## config.mk

```make
export PLATFORM = sky130hd
export DESIGN_NAME = aes_key_schedule
export DESIGN_NICKNAME = d
export VERILOG_FILES = /design/src/rtl/aes_pkg.sv /design/src/rtl/aes_sbox_word.sv /design/src/rtl/aes_key_schedule.sv
export SDC_FILE = /design/constraint.sdc
export NUM_CORES = 2
export LEC_CHECK = 0
export CORE_MARGIN = 2
export CORE_UTILIZATION = 40
export DETAILED_ROUTE_END_ITERATION = 10
export PLACE_DENSITY = 0.6
export SYNTH_ARGS = -nofsm -noshare
export SYNTH_HDL_FRONTEND = slang
export SYNTH_SLANG_ARGS = --single-unit
```

## constraint.sdc

```tcl
create_clock -name clk -period 5.2 [get_ports clk]
set_input_delay 1.04 -clock clk [delete_from_list [all_inputs] [get_ports clk]]
set_output_delay 1.04 -clock clk [all_outputs]
set_load 0.03 [all_outputs]
```

## src/rtl/aes_pkg.sv

```systemverilog
// Shared AES key-schedule definitions: key-length encodings, round counts,
// round constants and the RotWord helper.
package aes_pkg;

    typedef logic [7:0]  byte_t;
    typedef logic [31:0] word_t;

    typedef enum logic {
        ST_IDLE,
        ST_EXPAND
    } ks_state_t;

    localparam logic       AES_128 = 1'b0;
    localparam logic       AES_256 = 1'b1;
    localparam logic [3:0] NR_128  = 4'd10;
    localparam logic [3:0] NR_256  = 4'd14;

    localparam logic [0:9][7:0] RCON = {
        8'h01, 8'h02, 8'h04, 8'h08, 8'h10,
        8'h20, 8'h40, 8'h80, 8'h1b, 8'h36
    };

    function automatic byte_t rcon_byte(input logic [3:0] sel);
        return (sel < 4'd10) ? RCON[sel] : 8'h00;
    endfunction

    function automatic word_t rot_word(input word_t w);
        return {w[23:0], w[31:24]};
    endfunction

endpackage

```

## src/rtl/aes_sbox_word.sv

```systemverilog
// Four parallel AES S-box lookups: SubWord on a 32-bit word, purely combinational.
module aes_sbox_word
    import aes_pkg::*;
(
    input  word_t word_in,
    output word_t word_out
);

    localparam logic [0:255][7:0] SBOX = {
        128'h637c777bf26b6fc53001672bfed7ab76,
        128'hca82c97dfa5947f0add4a2af9ca472c0,
        128'hb7fd9326363ff7cc34a5e5f171d83115,
        128'h04c723c31896059a071280e2eb27b275,
        128'h09832c1a1b6e5aa0523bd6b329e32f84,
        128'h53d100ed20fcb15b6acbbe394a4c58cf,
        128'hd0efaafb434d338545f9027f503c9fa8,
        128'h51a3408f929d38f5bcb6da2110fff3d2,
        128'hcd0c13ec5f974417c4a77e3d645d1973,
        128'h60814fdc222a908846eeb814de5e0bdb,
        128'he0323a0a4906245cc2d3ac629195e479,
        128'he7c8376d8dd54ea96c56f4ea657aae08,
        128'hba78252e1ca6b4c6e8dd741f4bbd8b8a,
        128'h703eb5664803f60e613557b986c11d9e,
        128'he1f8981169d98e949b1e87e9ce5528df,
        128'h8ca1890dbfe6426841992d0fb054bb16
    };

    for (genvar gi = 0; gi < 4; gi++) begin : g_byte
        assign word_out[gi*8 +: 8] = SBOX[word_in[gi*8 +: 8]];
    end

endmodule

```

## src/rtl/aes_key_schedule.sv

```systemverilog
// Iterative AES-128/256 key expansion: one round key per accepted beat,
// valid/ready on both the key input and the round-key output.
module aes_key_schedule
    import aes_pkg::*;
#(
    parameter int KEY_WIDTH  = 256,
    parameter int DATA_WIDTH = 128
) (
    input  logic                  clk,
    input  logic                  rst_n,
    input  logic [KEY_WIDTH-1:0]  key_in,
    input  logic                  key_len,
    input  logic                  key_valid_in,
    output logic                  key_ready_out,
    output logic [DATA_WIDTH-1:0] rk_out,
    output logic [3:0]            rk_idx,
    output logic                  rk_last,
    output logic                  rk_valid_out,
    input  logic                  rk_ready_in
);

    ks_state_t             state_reg, state_next;
    logic [DATA_WIDTH-1:0] a_reg, a_next;
    logic [DATA_WIDTH-1:0] b_reg, b_next;
    logic [3:0]            idx_reg, idx_next;
    logic                  len_reg, len_next;
    logic                  valid_reg, valid_next;
    logic                  last_reg, last_next;

    logic                  is_256;
    logic [3:0]            idx_new;
    logic [3:0]            nr;
    logic [3:0]            rcon_sel;
    word_t                 sub_in, sub_out, rcon_word, t_word;
    word_t                 c0, c1, c2, c3;
    logic [DATA_WIDTH-1:0] base_key, c_key;

    assign is_256  = (len_reg == AES_256);
    assign idx_new = idx_reg + 4'd1;
    assign nr      = is_256 ? NR_256 : NR_128;

    // AES-256 odd rounds skip RotWord and Rcon; only SubWord is applied.
    assign sub_in    = (is_256 && idx_new[0]) ? b_reg[31:0] : rot_word(b_reg[31:0]);
    assign rcon_sel  = is_256 ? ({1'b0, idx_new[3:1]} - 4'd1) : idx_reg;
    assign rcon_word = (is_256 && idx_new[0]) ? 32'h0 : {rcon_byte(rcon_sel), 24'h0};
    assign t_word    = sub_out ^ rcon_word;

    aes_sbox_word u_sbox (
        .word_in  (sub_in),
        .word_out (sub_out)
    );

    // AES-256 chains from the key two rounds back (A); AES-128 from the current one (B).
    always_comb begin
        base_key = is_256 ? a_reg : b_reg;
        c0 = base_key[127:96] ^ t_word;
        c1 = base_key[95:64]  ^ c0;
        c2 = base_key[63:32]  ^ c1;
        c3 = base_key[31:0]   ^ c2;
        c_key = (is_256 && idx_new == 4'd1) ? a_reg : {c0, c1, c2, c3};
    end

    always_comb begin
        state_next = state_reg;
        a_next     = a_reg;
        b_next     = b_reg;
        idx_next   = idx_reg;
        len_next   = len_reg;
        valid_next = valid_reg;
        last_next  = last_reg;
        case (state_reg)
            ST_IDLE: begin
                if (key_valid_in) begin
                    state_next = ST_EXPAND;
                    b_next     = key_in[KEY_WIDTH-1 -: DATA_WIDTH];
                    a_next     = key_in[DATA_WIDTH-1:0];
                    len_next   = key_len;
                    idx_next   = 4'd0;
                    valid_next = 1'b1;
                    last_next  = 1'b0;
                end
            end
            ST_EXPAND: begin
                if (valid_reg && rk_ready_in) begin
                    if (last_reg) begin
                        state_next = ST_IDLE;
                        valid_next = 1'b0;
                        last_next  = 1'b0;
                    end else begin
                        a_next    = b_reg;
                        b_next    = c_key;
                        idx_next  = idx_new;
                        last_next = (idx_new == nr);
                    end
                end
            end
            default: state_next = ST_IDLE;
        endcase
    end

    always_ff @(posedge clk or negedge rst_n) begin
        if (!rst_n) begin
            state_reg <= ST_IDLE;
            a_reg     <= '0;
            b_reg     <= '0;
            idx_reg   <= '0;
            len_reg   <= 1'b0;
            valid_reg <= 1'b0;
            last_reg  <= 1'b0;
        end else begin
            state_reg <= state_next;
            a_reg     <= a_next;
            b_reg     <= b_next;
            idx_reg   <= idx_next;
            len_reg   <= len_next;
            valid_reg <= valid_next;
            last_reg  <= last_next;
        end
    end

    assign key_ready_out = (state_reg == ST_IDLE);
    assign rk_out        = b_reg;
    assign rk_idx        = idx_reg;
    assign rk_last       = last_reg;
    assign rk_valid_out  = valid_reg;

endmodule

```

# Word level (Yosys, flattened, before mapping)
# Memories as Yosys holds them, arrays and structs flattened.
# Index checks and enable logic that the tools add are counted.
[word_totals] n_memories=5 reg_bits=264 elab_cells=85 rom_bits=8320 out_inout_bits=135
[memory_table] memory="(name not given)" words=256 width=8 rd=1 rd_ports_with_merged_regs=0 write_ports=0 line="aes_sbox_word.sv:29" source="assign word_out[gi*8 +: 8] = SBOX[word_in[gi*8 +: 8]];"
[memory_table] memory="(name not given)" words=256 width=8 rd=1 rd_ports_with_merged_regs=0 write_ports=0 line="aes_sbox_word.sv:29"
[memory_table] memory="(name not given)" words=256 width=8 rd=1 rd_ports_with_merged_regs=0 write_ports=0 line="aes_sbox_word.sv:29"
[memory_table] memory="(name not given)" words=256 width=8 rd=1 rd_ports_with_merged_regs=0 write_ports=0 line="aes_sbox_word.sv:29"
[memory_table] memory="(name not given)" words=16 width=8 rd=1 rd_ports_with_merged_regs=0 write_ports=0 line="aes_pkg.sv:24" source="return (sel < 4'd10) ? RCON[sel] : 8'h00;"
[classes] magnitude_cmp=6 reduce_logical=7 addsub=2 eq_ne=6 bitwise=11 mux=41
[op_table] operator="128-bit 2-to-1 mux" n=8
[op_table] operator="128-bit case mux with 2 select lines" n=2
[op_table] operator="32-bit XOR" n=5
[op_table] operator="8-bit 2-to-1 mux" n=11
[op_table] operator="32-bit 2-to-1 mux" n=2
[op_table] operator="9-bit greater-or-equal comparator (second input constant)" n=4
[op_table] operator="8-bit NOT with 9-bit output" n=4
[op_table] operator="4-bit 2-to-1 mux" n=4
[op_table] operator="1-bit 2-to-1 mux" n=9
[op_table] operator="4-bit case mux with 2 select lines" n=1
[op_table] operator="1-bit case mux with 2 select lines" n=3
[op_table] operator="3-bit AND reduction" n=2
[op_table] operator="5-bit greater-or-equal comparator (second input constant)" n=1
[op_table] operator="4-bit NOT with 5-bit output" n=1
[op_table] operator="4-bit by 1-bit adder with 4-bit output (second input constant)" n=1
[op_table] operator="4-bit by 1-bit == test with 1-bit output (second input constant)" n=1
[op_table] operator="4-bit == test" n=1
[op_table] operator="4-bit < comparator (second input constant)" n=1
[op_table] operator="2-bit by 1-bit != test with 1-bit output (second input constant)" n=2
[op_table] operator="2-bit != test (second input constant)" n=2
[op_table] operator="2-bit AND reduction" n=2
[op_table] operator="3-bit by 1-bit subtractor with 4-bit output (second input constant)" n=1
[op_table] operator="1-bit logical AND" n=3
[op_table] operator="3-bit 2-to-1 mux" n=1
[op_table] operator="1-bit NOT" n=1

# Depth between registers and ports, before layout
[logic_depth] word_depth=18 mapped_depth=20 mapped_depth_nobuf=15

# By module
# From an unflattened synthesis, not the netlist that was laid out.
[unflattened] hier_cells=4226 hier_area_um2=31489.0
[modules_own_cells] mod="aes_key_schedule" cells_each=2041 seq_area_each_um2=6606.3 n_inst=1 area_each_um2=17719.5
[modules_own_cells] mod="aes_sbox_word" cells_each=2185 seq_area_each_um2=0.0 n_inst=1 area_each_um2=13769.5

# Worst setup path after synthesis
# OpenSTA, ideal clock, no wires.
[synth_path] path_type="reg2reg" startpoint="register idx_reg[0] (netlist: rk_idx[0])" endpoint="register b_reg[26] (netlist: rk_out[26])" path_stages_with_launch=20 period_less_slack_ns=4.474 t_arrival_ns=4.339 setup_slack_ns=0.726 n_path_buf=4 required_time_ns=5.065 path_cell_list="dfrtp_1 buf_2 clkbuf_1 clkbuf_1 buf_2 inv_1 ha_1 clkinv_1 ha_1 xor2_1 o2bb2ai_1 nand2b_1 a2111oi_0 nand3_1 o21a_1 a211oi_4 xnor2_1 nor4_1 a311oi_1 a31oi_1"
[synth_between] elab_chain_cells=18 elab_cells_between_ends=27
[synth_lines] element="from (decl)" line="aes_key_schedule.sv:25" source="logic [3:0] idx_reg, idx_next;"
[synth_lines] element="from (signal assigned)" line="aes_key_schedule.sv:114" source="idx_reg <= idx_next;"
[synth_lines] element="4-bit by 1-bit adder with 4-bit output" line="aes_key_schedule.sv:39" source="assign idx_new = idx_reg + 4'd1;"
[synth_lines] element="3-bit by 1-bit subtractor with 4-bit output" line="aes_key_schedule.sv:44" source="assign rcon_sel = is_256 ? ({1'b0, idx_new[3:1]} - 4'd1) : idx_reg;"
[synth_lines] element="4-bit 2-to-1 mux" line="aes_key_schedule.sv:44"
[synth_lines] element="4-bit NOT with 5-bit output (not written as such)" line="aes_pkg.sv:24"
[synth_lines] element="memory read 16 x 8 bit"
[synth_lines] element="8-bit 2-to-1 mux (not written as such) (2 in series)" line="aes_pkg.sv:24"
[synth_lines] element="8-bit 2-to-1 mux" line="aes_pkg.sv:24"
[synth_lines] element="32-bit 2-to-1 mux" line="aes_key_schedule.sv:45" source="assign rcon_word = (is_256 && idx_new[0]) ? 32'h0 : {rcon_byte(rcon_sel), 24'h0};"
[synth_lines] element="32-bit XOR" line="aes_key_schedule.sv:46" source="assign t_word = sub_out ^ rcon_word;"
[synth_lines] element="32-bit XOR" line="aes_key_schedule.sv:56" source="c0 = base_key[127:96] ^ t_word;"
[synth_lines] element="32-bit XOR" line="aes_key_schedule.sv:57" source="c1 = base_key[95:64] ^ c0;"
[synth_lines] element="32-bit XOR" line="aes_key_schedule.sv:58" source="c2 = base_key[63:32] ^ c1;"
[synth_lines] element="32-bit XOR" line="aes_key_schedule.sv:59" source="c3 = base_key[31:0] ^ c2;"
[synth_lines] element="128-bit 2-to-1 mux *" line="aes_key_schedule.sv:60" source="c_key = (is_256 && idx_new == 4'd1) ? a_reg : {c0, c1, c2, c3};"
[synth_lines] element="128-bit 2-to-1 mux *" line="aes_key_schedule.sv:85" source="if (last_reg) begin"
[synth_lines] element="128-bit 2-to-1 mux *" line="aes_key_schedule.sv:84" source="if (valid_reg && rk_ready_in) begin"
[synth_lines] element="128-bit case mux with 2 select lines *" line="aes_key_schedule.sv:71" source="case (state_reg)"
[synth_lines] element="to (signal assigned)" line="aes_key_schedule.sv:113" source="b_reg <= b_next;"
[synth_lines] element="to (decl)" line="aes_key_schedule.sv:24" source="logic [DATA_WIDTH-1:0] b_reg, b_next;"
# Mark *: on every way between the ends. The rest lies on a longest branch, timed or not. The select of a mux whose other input is x is not followed.
# A chain may end at the register's enable or synchronous reset.

# Worst setup path after layout
[layout_path] startpoint="register idx_reg[0] (netlist: rk_idx[0])" endpoint="register b_reg[2] (netlist: rk_out[2])"
[layout_between] elab_chain_cells=16 elab_cells_between_ends=18
[layout_lines] element="4-bit by 1-bit adder with 4-bit output *" line="aes_key_schedule.sv:39"
[layout_lines] element="1-bit logical AND" line="aes_key_schedule.sv:43" source="assign sub_in = (is_256 && idx_new[0]) ? b_reg[31:0] : rot_word(b_reg[31:0]);"
[layout_lines] element="32-bit 2-to-1 mux" line="aes_key_schedule.sv:43"
[layout_lines] element="8-bit NOT with 9-bit output (not written as such)" line="aes_sbox_word.sv:29"
[layout_lines] element="memory read 256 x 8 bit"
[layout_lines] element="8-bit 2-to-1 mux (not written as such) (2 in series)" line="aes_sbox_word.sv:29"
[layout_lines] element="32-bit XOR" line="aes_key_schedule.sv:46"
[layout_lines] element="32-bit XOR" line="aes_key_schedule.sv:56"
[layout_lines] element="32-bit XOR" line="aes_key_schedule.sv:57"
[layout_lines] element="32-bit XOR" line="aes_key_schedule.sv:58"
[layout_lines] element="32-bit XOR" line="aes_key_schedule.sv:59"
[layout_lines] element="128-bit 2-to-1 mux *" line="aes_key_schedule.sv:60"
[layout_lines] element="128-bit 2-to-1 mux *" line="aes_key_schedule.sv:85"
[layout_lines] element="128-bit 2-to-1 mux *" line="aes_key_schedule.sv:84"
[layout_lines] element="128-bit case mux with 2 select lines *" line="aes_key_schedule.sv:71"
# Marked as above.

==> impl_metrics.prom <==
# TYPE chip_impl_metric gauge
chip_impl_info{name="status",value="completed"} 1
chip_impl_info{name="cpMostUsedCell",value="a31oi_1"} 1
chip_impl_metric{name="std_cell_rows",unit=""} 104
chip_impl_metric{name="clk_pin_slew",unit="ns"} 0.07
chip_impl_metric{name="postRouteAntennaNets",unit=""} 0
chip_impl_info{name="rsz0062_at_grt",value="no"} 1
chip_impl_info{name="critPathCapture",value="rk_out[2]$_DFFE_PN0P_"} 1
chip_impl_metric{name="synth_seq_area_share",unit="%"} 20.26
chip_impl_metric{name="place.port_buffers",unit=""} 395
chip_impl_metric{name="track_usage",unit="%"} 43.91
chip_impl_metric{name="route.detailed.drc",unit=""} 0
chip_impl_info{name="synth.largest_area_cell",value="dfrtp_1"} 1
chip_impl_metric{name="post_synth.cell_area_avg",unit="sq um"} 7.435
chip_impl_info{name="regToRegStartpoint",value="rk_idx[0]$_DFFE_PN0P_"} 1
chip_impl_info{name="synth_top_cells_by_area",value="dfrtp_1, mux2i_1, o21ai_0, a21oi_1, nand2_1"} 1
chip_impl_metric{name="finalHoldViolCount",unit=""} 0
chip_impl_metric{name="antenna_cells_inserted",unit=""} 0
chip_impl_metric{name="grt_max_degree",unit=""} 139
chip_impl_info{name="slowest_stage",value="a211oi_1"} 1
chip_impl_metric{name="ios",unit=""} 396
chip_impl_metric{name="worstRegToRegCells",unit=""} 15
chip_impl_metric{name="final.setup.tns",unit="ns"} 0
chip_impl_info{name="flip_flop_cell_with_the_highest_count_after_synthesis",value="dfrtp_1"} 1
chip_impl_metric{name="final_period_minus_worst_setup_slack",unit="ns"} 5.097
chip_impl_metric{name="post_cts_resized",unit=""} 0
chip_impl_metric{name="setup_viol",unit=""} 0
chip_impl_metric{name="cts_buffers",unit=""} 31
chip_impl_metric{name="drt_iter0_drc",unit=""} 5397
chip_impl_metric{name="ctsHtreeMaxLevel",unit=""} 1
chip_impl_info{name="clockRootBuffer",value="clkbuf_16"} 1
chip_impl_metric{name="async_set_reset_flop_share_out_of_synthesis",unit="%"} 100.0
chip_impl_metric{name="filler_cell_count",unit=""} 8063
chip_impl_metric{name="layout.cells.non_filler",unit=""} 5780
chip_impl_metric{name="postSynthRegisterBits",unit=""} 264
chip_impl_metric{name="worst_skew_pair.late_latency",unit="ns"} 0.63
chip_impl_info{name="timing_startpoint_of_the_critical_path",value="rk_idx[0]$_DFFE_PN0P_"} 1
chip_impl_metric{name="utilization_after_layout",unit="%"} 49.46
chip_impl_info{name="worstPathCellList",value="buf_12 > nor2b_4 > mux2_2 > ha_1 > buf_4 > a211oi_1 > nor3_1 > o21ai_0 > o311ai_0 > a31oi_1 > a31oi_1 > o22ai_1 > xnor2_1 > xnor3_1 > o31a_1"} 1
chip_impl_metric{name="core_box_area",unit="sq mm"} 0.08068
chip_impl_metric{name="arrival",unit="ns"} 5.57
chip_impl_metric{name="dpl_hpwl",unit="um"} 139000
chip_impl_metric{name="grt_pass1_wl",unit="um"} 273500
chip_impl_metric{name="antenna_violations_before_repair",unit=""} 4
chip_impl_info{name="cp-start-kind",value="flop"} 1
chip_impl_info{name="critical_path_class",value="flop to flop"} 1
chip_impl_metric{name="achievable_clock_frequency",unit="MHz"} 196.2
chip_impl_metric{name="postRouteWirelength",unit="um"} 190400
chip_impl_metric{name="routedWlPerCell",unit="um"} 32.93
chip_impl_metric{name="synth_cell_type_count",unit=""} 99
chip_impl_metric{name="grt_pass1_vias",unit=""} 37970
chip_impl_metric{name="nets_in_the_synthesized_netlist",unit=""} 4703
chip_impl_metric{name="max_stage_delay",unit="ns"} 0.73
chip_impl_metric{name="postCtsSetupBuffers",unit=""} 0
chip_impl_metric{name="tritoncts_num_sinks",unit=""} 264
chip_impl_metric{name="mappedNetlistArea",unit="sq mm"} 0.03260
chip_impl_info{name="cts_tree",value="built"} 1
chip_impl_metric{name="initial_core_utilization",unit="%"} 40.41
chip_impl_metric{name="dp.cells",unit=""} 5723
chip_impl_metric{name="firstDrtPassIters",unit=""} 9
chip_impl_metric{name="vias",unit=""} 40630
chip_impl_metric{name="worst_ep_required_time",unit="ns"} 5.67
chip_impl_metric{name="place.gp.congestion",unit=""} 1.078
chip_impl_metric{name="die_height",unit="um"} 289.5
chip_impl_metric{name="top_cell_type_s_share_of_synthesized_area",unit="%"} 20.26
chip_impl_metric{name="cts_hold_repair.buffers",unit=""} 0
chip_impl_metric{name="vias_per_cell",unit=""} 7.029
chip_impl_metric{name="path_max_fanout",unit=""} 40
chip_impl_metric{name="yosys_synthesis_warning_count",unit=""} 0
chip_impl_info{name="min-delay-path-class",value="input port to asynchronous set/reset pin"} 1
chip_impl_metric{name="max-cap-violations",unit=""} 0
chip_impl_metric{name="timing_worst_slew_pin_value",unit="ns"} 1.256
chip_impl_metric{name="net_count_reported_at_finish",unit=""} 5014
chip_impl_info{name="worst_r2r_endpoint",value="rk_out[2]$_DFFE_PN0P_"} 1
chip_impl_metric{name="slew-limit-headroom",unit="%"} 15.87
chip_impl_metric{name="synthesis_to_finish_area_growth",unit="%"} 22.39
chip_impl_metric{name="reg2reg_setup_slack",unit="ns"} 0.10
chip_impl_metric{name="grt_remaining_overflow",unit=""} 0
chip_impl_metric{name="final_max_slew_viol_count",unit=""} 0
chip_impl_metric{name="synthesis.instances",unit=""} 4385
chip_impl_metric{name="synth-edff-count",unit=""} 0
chip_impl_metric{name="die_x",unit="um"} 289.5
chip_impl_metric{name="fin_skew",unit="ns"} 0.03971
chip_impl_metric{name="cts_max_path_buffers",unit=""} 3
chip_impl_metric{name="final_layout_size_suffix_gt1_share",unit="%"} 11.67
chip_impl_metric{name="die_area",unit="sq mm"} 0.08381
chip_impl_info{name="setup.worst_path.end_class",value="flop"} 1
chip_impl_metric{name="timing.final.crit_share",unit="%"} 98.02
placed cells by master, fill, tap and decap left out, drive strengths merged, types with 111 or more instances in the layout:
cell           synthesis  layout
mux2i                302     302
o21ai                421     421
nor2                 348     348
nand3                111     111
clkdlybuf4s50          0     393
nand2                462     462
dfrtp                264     264
o211ai               111     111
buf                  211     356
a211oi               150     150
xnor2                124     124
a21oi                356     356
critical path: cells and delay by family, from the launching register on:
family,cells,cell delay (ns)
simple gates,2,0.37
fa+ha+maj,1,0.38
buf+inv,2,0.39
mux,1,0.51
compound gates,7,2.01
flops,1,0.41
xor+xnor,2,0.85
cells by family (layout without fill, tap and decap cells):
group	count (synthesis)	in the layout	synth area share, %
AND/OR/NAND/NOR	1268	1268	17.67
AO/OA/AOI/OAI	1673	1673	34.32
multiplexers	376	376	12.36
flip-flops	264	264	20.26
buffers and inverters	535	870	7.176
adder cells (fa/ha/maj)	57	57	2.187
XOR/XNOR	212	212	6.017
per-layer routing:
layer	up-vias	track usage, %	wire [um]
li1	17210	-	-
met1	19560	57.37	73100
met2	3178	66.41	81240
met3	676	12.97	24840
met4	6	20.62	11130
met5	-	0	38
area by class of cell:
cell class | count | area, sq um | share of cell area [%]
Tap cell | 1060 | 1326 | 3.324
Sequential cell | 264 | 6614 | 16.57
Clock buffer | 46 | 872.1 | 2.185
Inverter | 64 | 241.5 | 0.6051
Timing Repair Buffer | 749 | 6849 | 17.16
Clock inverter | 11 | 162.7 | 0.4076
Multi-Input combinational cell | 3586 | 23840 | 59.74
worst min path at each step:
stage | to | startpoint | cells past startpoint
2_1_floorplan | a_reg[29]$_DFFE_PN0P_ | a_reg[29]$_DFFE_PN0P_ | 2
3_3_place_gp | a_reg[7]$_DFFE_PN0P_ | a_reg[7]$_DFFE_PN0P_ | 2
3_5_place_dp | a_reg[7]$_DFFE_PN0P_ | a_reg[7]$_DFFE_PN0P_ | 2
4_1_cts | a_reg[7]$_DFFE_PN0P_ | a_reg[7]$_DFFE_PN0P_ | 2
5_1_grt | a_reg[31]$_DFFE_PN0P_ | a_reg[31]$_DFFE_PN0P_ | 2
6_report | a_reg[54]$_DFFE_PN0P_ | rst_n | 1
cell usage after synthesis (all sizes together), types with 23 or more instances:
cell type / n
o31ai: 28
a2111oi: 24
clkbuf: 260
a211oi: 150
mux2: 63
a311oi: 38
ha: 57
o221ai: 61
a221oi: 62
nand2: 462
xnor2: 124
nor2: 348
inv: 59
nor2b: 27
buf: 211
o21ai: 421
o22ai: 49
a221o: 23
dfrtp: 264
a21oi: 356
o311ai: 38
or3: 44
xor2: 82
o211ai: 111
mux2i: 302
and3: 57
a31oi: 74
nor3: 96
nand3: 111
stage by stage:
stage / hold slack, ns / setup WS, ns / area (sq um)
after floorplan: 0.4655 / 0.7261 / 32600
after global placement: 0.4848 / 0.08960 / 38840
after detailed placement: 0.4927 / 0.1253 / 38840
after CTS: 0.5065 / 0.1516 / 39880
after global routing: 0.5389 / 0.009385 / 39900
final: 0.4854 / 0.1029 / 39900
Power is not shown: default switching activity piles up to over one toggle a cycle in this logic, so the estimate is an artifact.
